File: src/rtl/gate_sensor_conditioner_if.sv
// -----------------------------------------------------------------------------
// gate_sensor_conditioner_if
// Groups the beam sensor inputs and the conditioned outputs of the gate sensor
// conditioner into one bundle.
//   master : drives RAW_A/RAW_B and observes the conditioned outputs
//            (sensor front-end / parking-lot FSM side)
//   slave  : the conditioner itself
// Signals:
//   RAW_A, RAW_B        raw asynchronous beam signals, 1 = beam interrupted
//   A_LVL, B_LVL        debounced levels
//   A_RISE, A_FALL      one-cycle pulses on accepted A transitions
//   B_RISE, B_FALL      one-cycle pulses on accepted B transitions
//   BOTH_CHG            one-cycle pulse when both levels change on one edge
//   BLOCKED             a beam has been interrupted for too long
// -----------------------------------------------------------------------------
interface gate_sensor_conditioner_if;
  logic RAW_A;
  logic RAW_B;
  logic A_LVL;
  logic B_LVL;
  logic A_RISE;
  logic A_FALL;
  logic B_RISE;
  logic B_FALL;
  logic BOTH_CHG;
  logic BLOCKED;

  modport master (
    output RAW_A, RAW_B,
    input  A_LVL, B_LVL, A_RISE, A_FALL, B_RISE, B_FALL, BOTH_CHG, BLOCKED
  );

  modport slave (
    input  RAW_A, RAW_B,
    output A_LVL, B_LVL, A_RISE, A_FALL, B_RISE, B_FALL, BOTH_CHG, BLOCKED
  );
endinterface

File: src/rtl/gate_sensor_conditioner.sv
// -----------------------------------------------------------------------------
// gate_sensor_conditioner
// Input conditioning for the parking-lot gate beams. Each raw beam is passed
// through a two-flop synchroniser and a debouncer that accepts a new level only
// after DB_CYCLES consecutive mismatching samples. Accepted transitions produce
// one-cycle RISE/FALL pulses; simultaneous A/B acceptance raises BOTH_CHG. A
// block monitor raises BLOCKED when either level stays high too long.
// Ports:
//   CLOCK_50  system clock, all flops on its rising edge
//   RSTN      synchronous active-low reset, clears every flop
//   sens      slave side of gate_sensor_conditioner_if (RAW_* in, status out)
// All outputs come straight from flops.
// -----------------------------------------------------------------------------
module gate_sensor_conditioner #(
  parameter int DB_CYCLES    = 250000,
  parameter int CNT_W        = 18,
  parameter int BLOCK_CYCLES = 50000000,
  parameter int BLK_W        = 26
) (
  input  logic                      CLOCK_50,
  input  logic                      RSTN,
  gate_sensor_conditioner_if.slave  sens
);

  localparam logic [CNT_W-1:0] DB_LAST  = CNT_W'(DB_CYCLES - 1);
  localparam logic [BLK_W-1:0] BLK_LAST = BLK_W'(BLOCK_CYCLES - 1);

  // Channel index 0 = A (outer beam), 1 = B (inner beam).
  logic [1:0]            sync1_q;
  logic [1:0]            sync2_q;
  logic [1:0]            lvl_q, lvl_d;
  logic [1:0][CNT_W-1:0] cnt_q, cnt_d;
  logic [1:0]            rise_q, rise_d;
  logic [1:0]            fall_q, fall_d;
  logic                  both_q, both_d;

  logic [BLK_W-1:0]      blk_cnt_q, blk_cnt_d;
  logic                  blk_full_q, blk_full_d;
  logic                  blocked_q, blocked_d;
  logic                  blk_any;

  // Debounce: any sample matching the current level discards the partial count,
  // so a glitch never lets a later mismatch finish early.
  always_comb begin
    for (int i = 0; i < 2; i++) begin
      lvl_d[i]  = lvl_q[i];
      cnt_d[i]  = '0;
      rise_d[i] = 1'b0;
      fall_d[i] = 1'b0;
      if (sync2_q[i] != lvl_q[i]) begin
        if (cnt_q[i] == DB_LAST) begin
          lvl_d[i]  = sync2_q[i];
          rise_d[i] = sync2_q[i];
          fall_d[i] = ~sync2_q[i];
        end else begin
          cnt_d[i] = cnt_q[i] + CNT_W'(1);
        end
      end
    end
    both_d = (rise_d[0] | fall_d[0]) & (rise_d[1] | fall_d[1]);
  end

  // Block monitor on registered levels. blk_full_q marks that the counter was
  // already saturated on the previous high sample, which places the first
  // BLOCKED edge on the BLOCK_CYCLES+1-th consecutive high sample.
  always_comb begin
    blk_any    = lvl_q[0] | lvl_q[1];
    blk_cnt_d  = '0;
    blk_full_d = 1'b0;
    blocked_d  = 1'b0;
    if (blk_any) begin
      blk_cnt_d  = (blk_cnt_q == BLK_LAST) ? blk_cnt_q : blk_cnt_q + BLK_W'(1);
      blk_full_d = (blk_cnt_q == BLK_LAST);
      blocked_d  = blk_full_q;
    end
  end

  always_ff @(posedge CLOCK_50) begin
    if (!RSTN) begin
      sync1_q    <= '0;
      sync2_q    <= '0;
      lvl_q      <= '0;
      cnt_q      <= '0;
      rise_q     <= '0;
      fall_q     <= '0;
      both_q     <= 1'b0;
      blk_cnt_q  <= '0;
      blk_full_q <= 1'b0;
      blocked_q  <= 1'b0;
    end else begin
      sync1_q    <= {sens.RAW_B, sens.RAW_A};
      sync2_q    <= sync1_q;
      lvl_q      <= lvl_d;
      cnt_q      <= cnt_d;
      rise_q     <= rise_d;
      fall_q     <= fall_d;
      both_q     <= both_d;
      blk_cnt_q  <= blk_cnt_d;
      blk_full_q <= blk_full_d;
      blocked_q  <= blocked_d;
    end
  end

  assign sens.A_LVL    = lvl_q[0];
  assign sens.B_LVL    = lvl_q[1];
  assign sens.A_RISE   = rise_q[0];
  assign sens.A_FALL   = fall_q[0];
  assign sens.B_RISE   = rise_q[1];
  assign sens.B_FALL   = fall_q[1];
  assign sens.BOTH_CHG = both_q;
  assign sens.BLOCKED  = blocked_q;

endmodule

File: src/flat_wrapper.sv
// flat-port wrapper written by rule: the top's interface ports become plain ports
module gate_sensor_conditioner_flat 
#(
  parameter int DB_CYCLES    = 250000,
  parameter int CNT_W        = 18,
  parameter int BLOCK_CYCLES = 50000000,
  parameter int BLK_W        = 26
)
  (CLOCK_50, RSTN, sens_RAW_A, sens_RAW_B, sens_A_LVL, sens_B_LVL, sens_A_RISE, sens_A_FALL, sens_B_RISE, sens_B_FALL, sens_BOTH_CHG, sens_BLOCKED);
  gate_sensor_conditioner_if sens_i ();
  input  logic CLOCK_50;
  input  logic RSTN;
  input wire logic [$bits(sens_i.RAW_A)-1:0] sens_RAW_A;
  input wire logic [$bits(sens_i.RAW_B)-1:0] sens_RAW_B;
  output wire logic [$bits(sens_i.A_LVL)-1:0] sens_A_LVL;
  output wire logic [$bits(sens_i.B_LVL)-1:0] sens_B_LVL;
  output wire logic [$bits(sens_i.A_RISE)-1:0] sens_A_RISE;
  output wire logic [$bits(sens_i.A_FALL)-1:0] sens_A_FALL;
  output wire logic [$bits(sens_i.B_RISE)-1:0] sens_B_RISE;
  output wire logic [$bits(sens_i.B_FALL)-1:0] sens_B_FALL;
  output wire logic [$bits(sens_i.BOTH_CHG)-1:0] sens_BOTH_CHG;
  output wire logic [$bits(sens_i.BLOCKED)-1:0] sens_BLOCKED;
  assign sens_i.RAW_A = sens_RAW_A;
  assign sens_i.RAW_B = sens_RAW_B;
  assign sens_A_LVL = sens_i.A_LVL;
  assign sens_B_LVL = sens_i.B_LVL;
  assign sens_A_RISE = sens_i.A_RISE;
  assign sens_A_FALL = sens_i.A_FALL;
  assign sens_B_RISE = sens_i.B_RISE;
  assign sens_B_FALL = sens_i.B_FALL;
  assign sens_BOTH_CHG = sens_i.BOTH_CHG;
  assign sens_BLOCKED = sens_i.BLOCKED;
  gate_sensor_conditioner #(.DB_CYCLES(DB_CYCLES), .CNT_W(CNT_W), .BLOCK_CYCLES(BLOCK_CYCLES), .BLK_W(BLK_W)) u_core (.CLOCK_50(CLOCK_50), .RSTN(RSTN), .sens(sens_i));
endmodule
File: config.mk
export PLATFORM = sky130hd
export DESIGN_NAME = gate_sensor_conditioner_flat
export DESIGN_NICKNAME = d
export VERILOG_FILES = /design/src/rtl/gate_sensor_conditioner_if.sv /design/src/rtl/gate_sensor_conditioner.sv /design/src/flat_wrapper.sv
export SDC_FILE = /design/constraint.sdc
export NUM_CORES = 1
export LEC_CHECK = 0
export ABC_AREA = 1
export CORE_AREA = 3 3 118 120
export CTS_CLUSTER_DIAMETER = 200
export CTS_CLUSTER_SIZE = 14
export DETAILED_ROUTE_END_ITERATION = 10
export DIE_AREA = 0 0 121 123
export GPL_TIMING_DRIVEN = 0
export PLACE_DENSITY = 0.5
export SLEW_MARGIN = 20
export SYNTH_ARGS = -nofsm -noshare
export SYNTH_HDL_FRONTEND = slang
export SYNTH_SLANG_ARGS = --single-unit
File: constraint.sdc
create_clock -name CLOCK_50 -period 1.7 [get_ports CLOCK_50]
set_input_delay 0.34 -clock CLOCK_50 [delete_from_list [all_inputs] [get_ports CLOCK_50]]
set_output_delay 0.34 -clock CLOCK_50 [all_outputs]
set_load 0.01 [all_outputs]
# ---- Word-level counts from Yosys, hierarchy flattened
# Cells that the tools add are included.
dict set report word_totals {
  reg_bits 75
  inputBits 4
  output_inout_bits 8
  elab_cells 42
}
dict set report op_classes {
  add_sub_neg 3
  n_eq_ne 5
  n_mux 8
  bitwise 9
  n_reduce_logical 5
}
# cell n
set ops {}
lappend ops {{$add 18x1->18 const B} 2}
lappend ops {{$eq 18x18->1 const B} 2}
lappend ops {{$add 26x1->26 const B} 1}
lappend ops {{$eq 26x26->1 const B} 1}
lappend ops {{$mux 1} 8}
lappend ops {{$reduce_and 2->1} 3}
lappend ops {{$reduce_or 3->1} 2}
lappend ops {{$not 1->1} 5}
lappend ops {{$or 1x1->1} 3}
lappend ops {{$ne 1x1->1} 2}
lappend ops {{$and 1x1->1} 1}

# ---- Longest topological paths before layout
dict set report logic_depth {
  ltp_word 5
  mapped_depth 9
  ltp_nobuf 8
}

# ---- Least setup slack after synthesis
# Ideal clock, no wire load.
dict set report synth_path {
  path_kind {register to register}
  from {reg u_core.blk_cnt_q[0]}
  to {reg u_core.blk_cnt_q[16]}
  setup_ns 0.117
  arrival_ns 1.292
  required_time_ns 1.583
  path_slack_ns 0.291
  path_stages_with_launch 8
  path_buffers 0
  period_less_slack_ns 1.409
  cell_sequence {dfxtp_1 > ha_1 > nand2_2 > nor2_8 > nand2_4 > nor2_1 > xor2_1 > nor2_1}
}
dict set report synth_between {
  elab_chain_len 1
  elab_cells_between_ends 2
  classes_between {add/sub (1); eq/ne (1)}
}
# element line
set synth_lines {}
lappend synth_lines {{from (decl)} gate_sensor_conditioner.sv:37} ;# logic [BLK_W-1:0] blk_cnt_q, blk_cnt_d;
lappend synth_lines {{from (signal assigned)} gate_sensor_conditioner.sv:98} ;# blk_cnt_q <= blk_cnt_d;
lappend synth_lines {{$add 26x1->26 or $eq 26x26->1 (tied branches)} gate_sensor_conditioner.sv:72} ;# blk_cnt_d = (blk_cnt_q == BLK_LAST) ? blk_cnt_q : blk_cnt_q + BLK_W'(1);
# Several ways; a longest one is shown, not always the timed one.
# A chain may end at the register's enable or synchronous reset.

# ---- Final worst setup path
dict set report layout_path {
  from {reg u_core.lvl_q[1]}
  to {out sens_B_LVL}
}
# element line
set layout_rtl {}
lappend layout_rtl {{from (decl)} gate_sensor_conditioner.sv:31} ;# logic [1:0] lvl_q, lvl_d;
lappend layout_rtl {{from (signal assigned)} gate_sensor_conditioner.sv:93} ;# lvl_q <= lvl_d;
lappend layout_rtl {{to (decl)} flat_wrapper.sv:16} ;# output wire logic [$bits(sens_i.B_LVL)-1:0] sens_B_LVL;
# No word-level cell between the ends.

==> results.sh <==
export IMPL_fmax_mhz=614.9
export IMPL_seqCellArea_sq_um=1504
export IMPL_cp_end_kind="output port"
export IMPL_multi_input_area_sq_um=2091
export IMPL_cts_htree_levels=3
export IMPL_routed_via_count=3397
export IMPL_peakVddDrop_mv=0.5435
export IMPL_n_fill_cell=1394
export IMPL_cts_hold_repair_buffers=0
export IMPL_first_pass_grt_wire_length_microns=15260
export IMPL_layout_cells_most_common_list="nand2_1 (144), nor2_1 (125), dfxtp_1 (73)"
export IMPL_clk_pin_slew_worst_paths_ns=0.06
export IMPL_reg2reg_setup_slack_ns=0.15
export IMPL_setup_tns_final_ns=0
export IMPL_finish_cell_count_without_fillers=768
export IMPL_die_height_microns=123
export IMPL_floorplan_die_area_sq_um=14880
export IMPL_drc=0
export IMPL_syn2layout_area_growth_pct=17.23
export IMPL_placement_rows=42
export IMPL_synth_cells=566
export IMPL_async_reset_ff_share_pct=0
export IMPL_run_status="complete, no violations"
export IMPL_report_final_hold_viol_count=0
export IMPL_floorplan_core_area_sq_um=13090
export IMPL_setup_viol=0
export IMPL_path_class="flip-flop to output port"
export IMPL_number_of_flops_mapped_to_enable_cells_by_yosys=0
export IMPL_transition_time_at_the_pin_with_the_least_slew_margin_ns=0.2969
export IMPL_cts_tree="done"
export IMPL_critPathBufInv=1
export IMPL_grt_pass1_vias=3319
export IMPL_cap_viol_max_count=0
export IMPL_worst_slack_ns=0.07365
export IMPL_maximum_number_of_pins_on_one_net_before_global_route_repair=13
export IMPL_grt_overflow_total=0
export IMPL_critical_path_startpoint_type="flip-flop"
export IMPL_numPortBuffers=10
export IMPL_hold_class="primary input to flip-flop"
export IMPL_numPlacedInstances=752
export IMPL_critical_path_startpoint="u_core.lvl_q[1]"
export IMPL_critPathTopFamily="buffers and inverters"
export IMPL_r2r_end="u_core.cnt_q[32]"
export IMPL_final_critical_path_share_of_the_clock_period_pct=95.67
export IMPL_synth_seq_area_share_pct=38.95
export IMPL_drt_vias_per_instance=4.423
export IMPL_post_cts_buffers=0
export IMPL_timing_max_slew_rel_slack_pct=80.13
export IMPL_worst_setup_path_endpoint="sens_B_LVL"
export IMPL_dr_pass1_iters=4
export IMPL_syn_nets=573
export IMPL_chipWidth_microns=121
export IMPL_dpl_hpwl_microns=6445
export IMPL_final_common_cell="nand2_1"
export IMPL_totalWireLength_microns=8575
export IMPL_gp_routability_congestion=0.8314
export IMPL_mapped_cell_area_sq_um=3855
export IMPL_grt_use_total_pct=12.84
export IMPL_p_per_area_nw_per_um2=846.0
export IMPL_ys_types=31
export IMPL_routed_wire_length_per_instance_microns=11.17
export IMPL_clock_latency_ns=0.34
export IMPL_worst_endpoint_arrival_ns=1.29
export IMPL_finalClockSkew_ns=0.008423
export IMPL_critical_path_cell_count=1
export IMPL_critPathMaxFanout=4
export IMPL_r2r_start="u_core.cnt_q[18]"
export IMPL_cts_root_to_sink_buffers=2
export IMPL_layout_drive_gt1_share_pct=9.291
export IMPL_cts_sinks=75
export IMPL_initial_antenna_violation_count=0
export IMPL_fin_crit_ns=1.626
export IMPL_clock_tree_root_cell="clkbuf_16"
export IMPL_drtIter0Drc=156
export IMPL_cts_buffers=9
export IMPL_critical_path_max_stage_delay_ns=0.56
export IMPL_slowest_stage="clkdlybuf4s50_1"
export IMPL_fin_nets=594
export IMPL_top_level_ports=12
export IMPL_p_leak_nw=1.431
export IMPL_start_util_pct=29.46
export IMPL_per_instance_average_area_after_synthesis_sq_um=6.811
export IMPL_place_ws_ns=0.06242
export IMPL_worstPathRequired_ns=1.36
export IMPL_yosys_warnings=0
export IMPL_antennaDiodeCount=0
export IMPL_crit_chain="clkdlybuf4s50_1"
export IMPL_rsz_0062_raised_after_global_routing="false"
export IMPL_synthFlopType="dfxtp_1"
export IMPL_final_max_slew_violation_count=0
export IMPL_postSynthRegisterBits=75
export IMPL_worst_r2r_cell_count=7
export IMPL_ant_nets=0
## how the worst min path moves through the flow
stage,startpoint,to,slack [ns],cells after the start
after floorplan,u_core.sync1_q[0],u_core.sync2_q[0],0.39,2
after detailed placement,u_core.sync1_q[0],u_core.sync2_q[0],0.40,2
after CTS,RSTN,u_core.sync2_q[0],0.24,3
after global routing,RSTN,u_core.sync1_q[0],0.25,3
after global placement,u_core.sync1_q[0],u_core.sync2_q[0],0.40,2
final,RSTN,u_core.sync2_q[0],0.25,3
## state kept, by name, indices dropped and copies added, names as in the netlist
register              cells
u_core.blk_cnt_q         26
u_core.blk_full_q         1
u_core.cnt_q             36
u_core.fall_q             2
u_core.lvl_q              2
u_core.rise_q             2
u_core.sens.BLOCKED       1
u_core.sens.BOTH_CHG      1
u_core.sync1_q            2
u_core.sync2_q            2
## cells by family (layout without fill, tap and decap cells)
group | count (synthesis) | after routing | synth area share, %
AOI/OAI and AO/OA | 37 | 37 | 4.901
xor gates and xnor gates | 25 | 25 | 5.680
adders and majority gates | 3 | 3 | 0.9738
buffers and inverters | 70 | 96 | 7.270
DFF | 75 | 75 | 38.95
and+or+nand+nor | 356 | 356 | 42.23
## worst min-delay path: cells and delay by family
family / cells / cell delay (ns)
buffers and inverters: 2 / 0.17
AND/OR/NAND/NOR: 1 / 0.05
## power breakdown
group | switching [W] | internal, W
sequential | 0.00000449 | 0.00176
clock | 0.000728 | 0.00130
combinational | 0.0000173 | 0.0000132
## timing repair
item	CTS	global route
resized for setup	1	4
endpoints found under the setup margin	1	24
cloned	0	0
## cell usage after synthesis, types with 3 or more instances
| master | instances | share of area, % |
|---|---|---|
| o21ai_0 | 6 | 0.78 |
| nand2_2 | 7 | 1.1 |
| nor3_1 | 5 | 0.65 |
| ha_1 | 3 | 0.97 |
| nand2_1 | 144 | 14 |
| nand4_1 | 16 | 2.6 |
| a21oi_1 | 29 | 3.8 |
| xor2_1 | 16 | 3.6 |
| nand3_2 | 4 | 1.0 |
| nand3_1 | 29 | 3.8 |
| nand3b_1 | 5 | 0.97 |
| xnor2_1 | 9 | 2.0 |
| dfxtp_1 | 75 | 39 |
| nor2_1 | 125 | 12 |
| nor2_2 | 4 | 0.65 |
| inv_1 | 63 | 6.1 |
| nor2_4 | 5 | 1.5 |
## routing by layer
| layer | up-vias | share of wire (%) | global-route usage, % | routed length, microns |
|---|---|---|---|---|
| li1 | 1816 | - | - | - |
| met1 | 1523 | 49 | 16.19 | 4222 |
| met2 | 44 | 45 | 21.12 | 3900 |
| met3 | 14 | 3.0 | 2.516 | 254 |
| met4 | 0 | 2.3 | 6.161 | 198 |
| met5 | - | 0 | 0 | 0 |
## through the flow
step	power (W)	hold slack [ns]	area (sq um)	util [%]
3_5_place_dp	0.001838	0.4002	4175	31.91
5_1_grt	0.003960	0.2546	4519	34.54
2_1_floorplan	0.001827	0.3905	3855	-
4_1_cts	0.003892	0.2363	4501	34.39
6_report	0.003824	0.2464	4519	34.54
3_3_place_gp	0.001838	0.3967	4175	31.91
## final cells by class
class | instances | area share [%]
buffer | 5 | 0.8029
clock buffer | 13 | 6.202
clock inverter | 3 | 0.9690
inverter | 65 | 5.399
multi-input combinational | 421 | 46.26
sequential | 75 | 33.28
tap | 176 | 4.873
timing repair buffer | 10 | 2.215
Power figures use the tool's default switching activity.
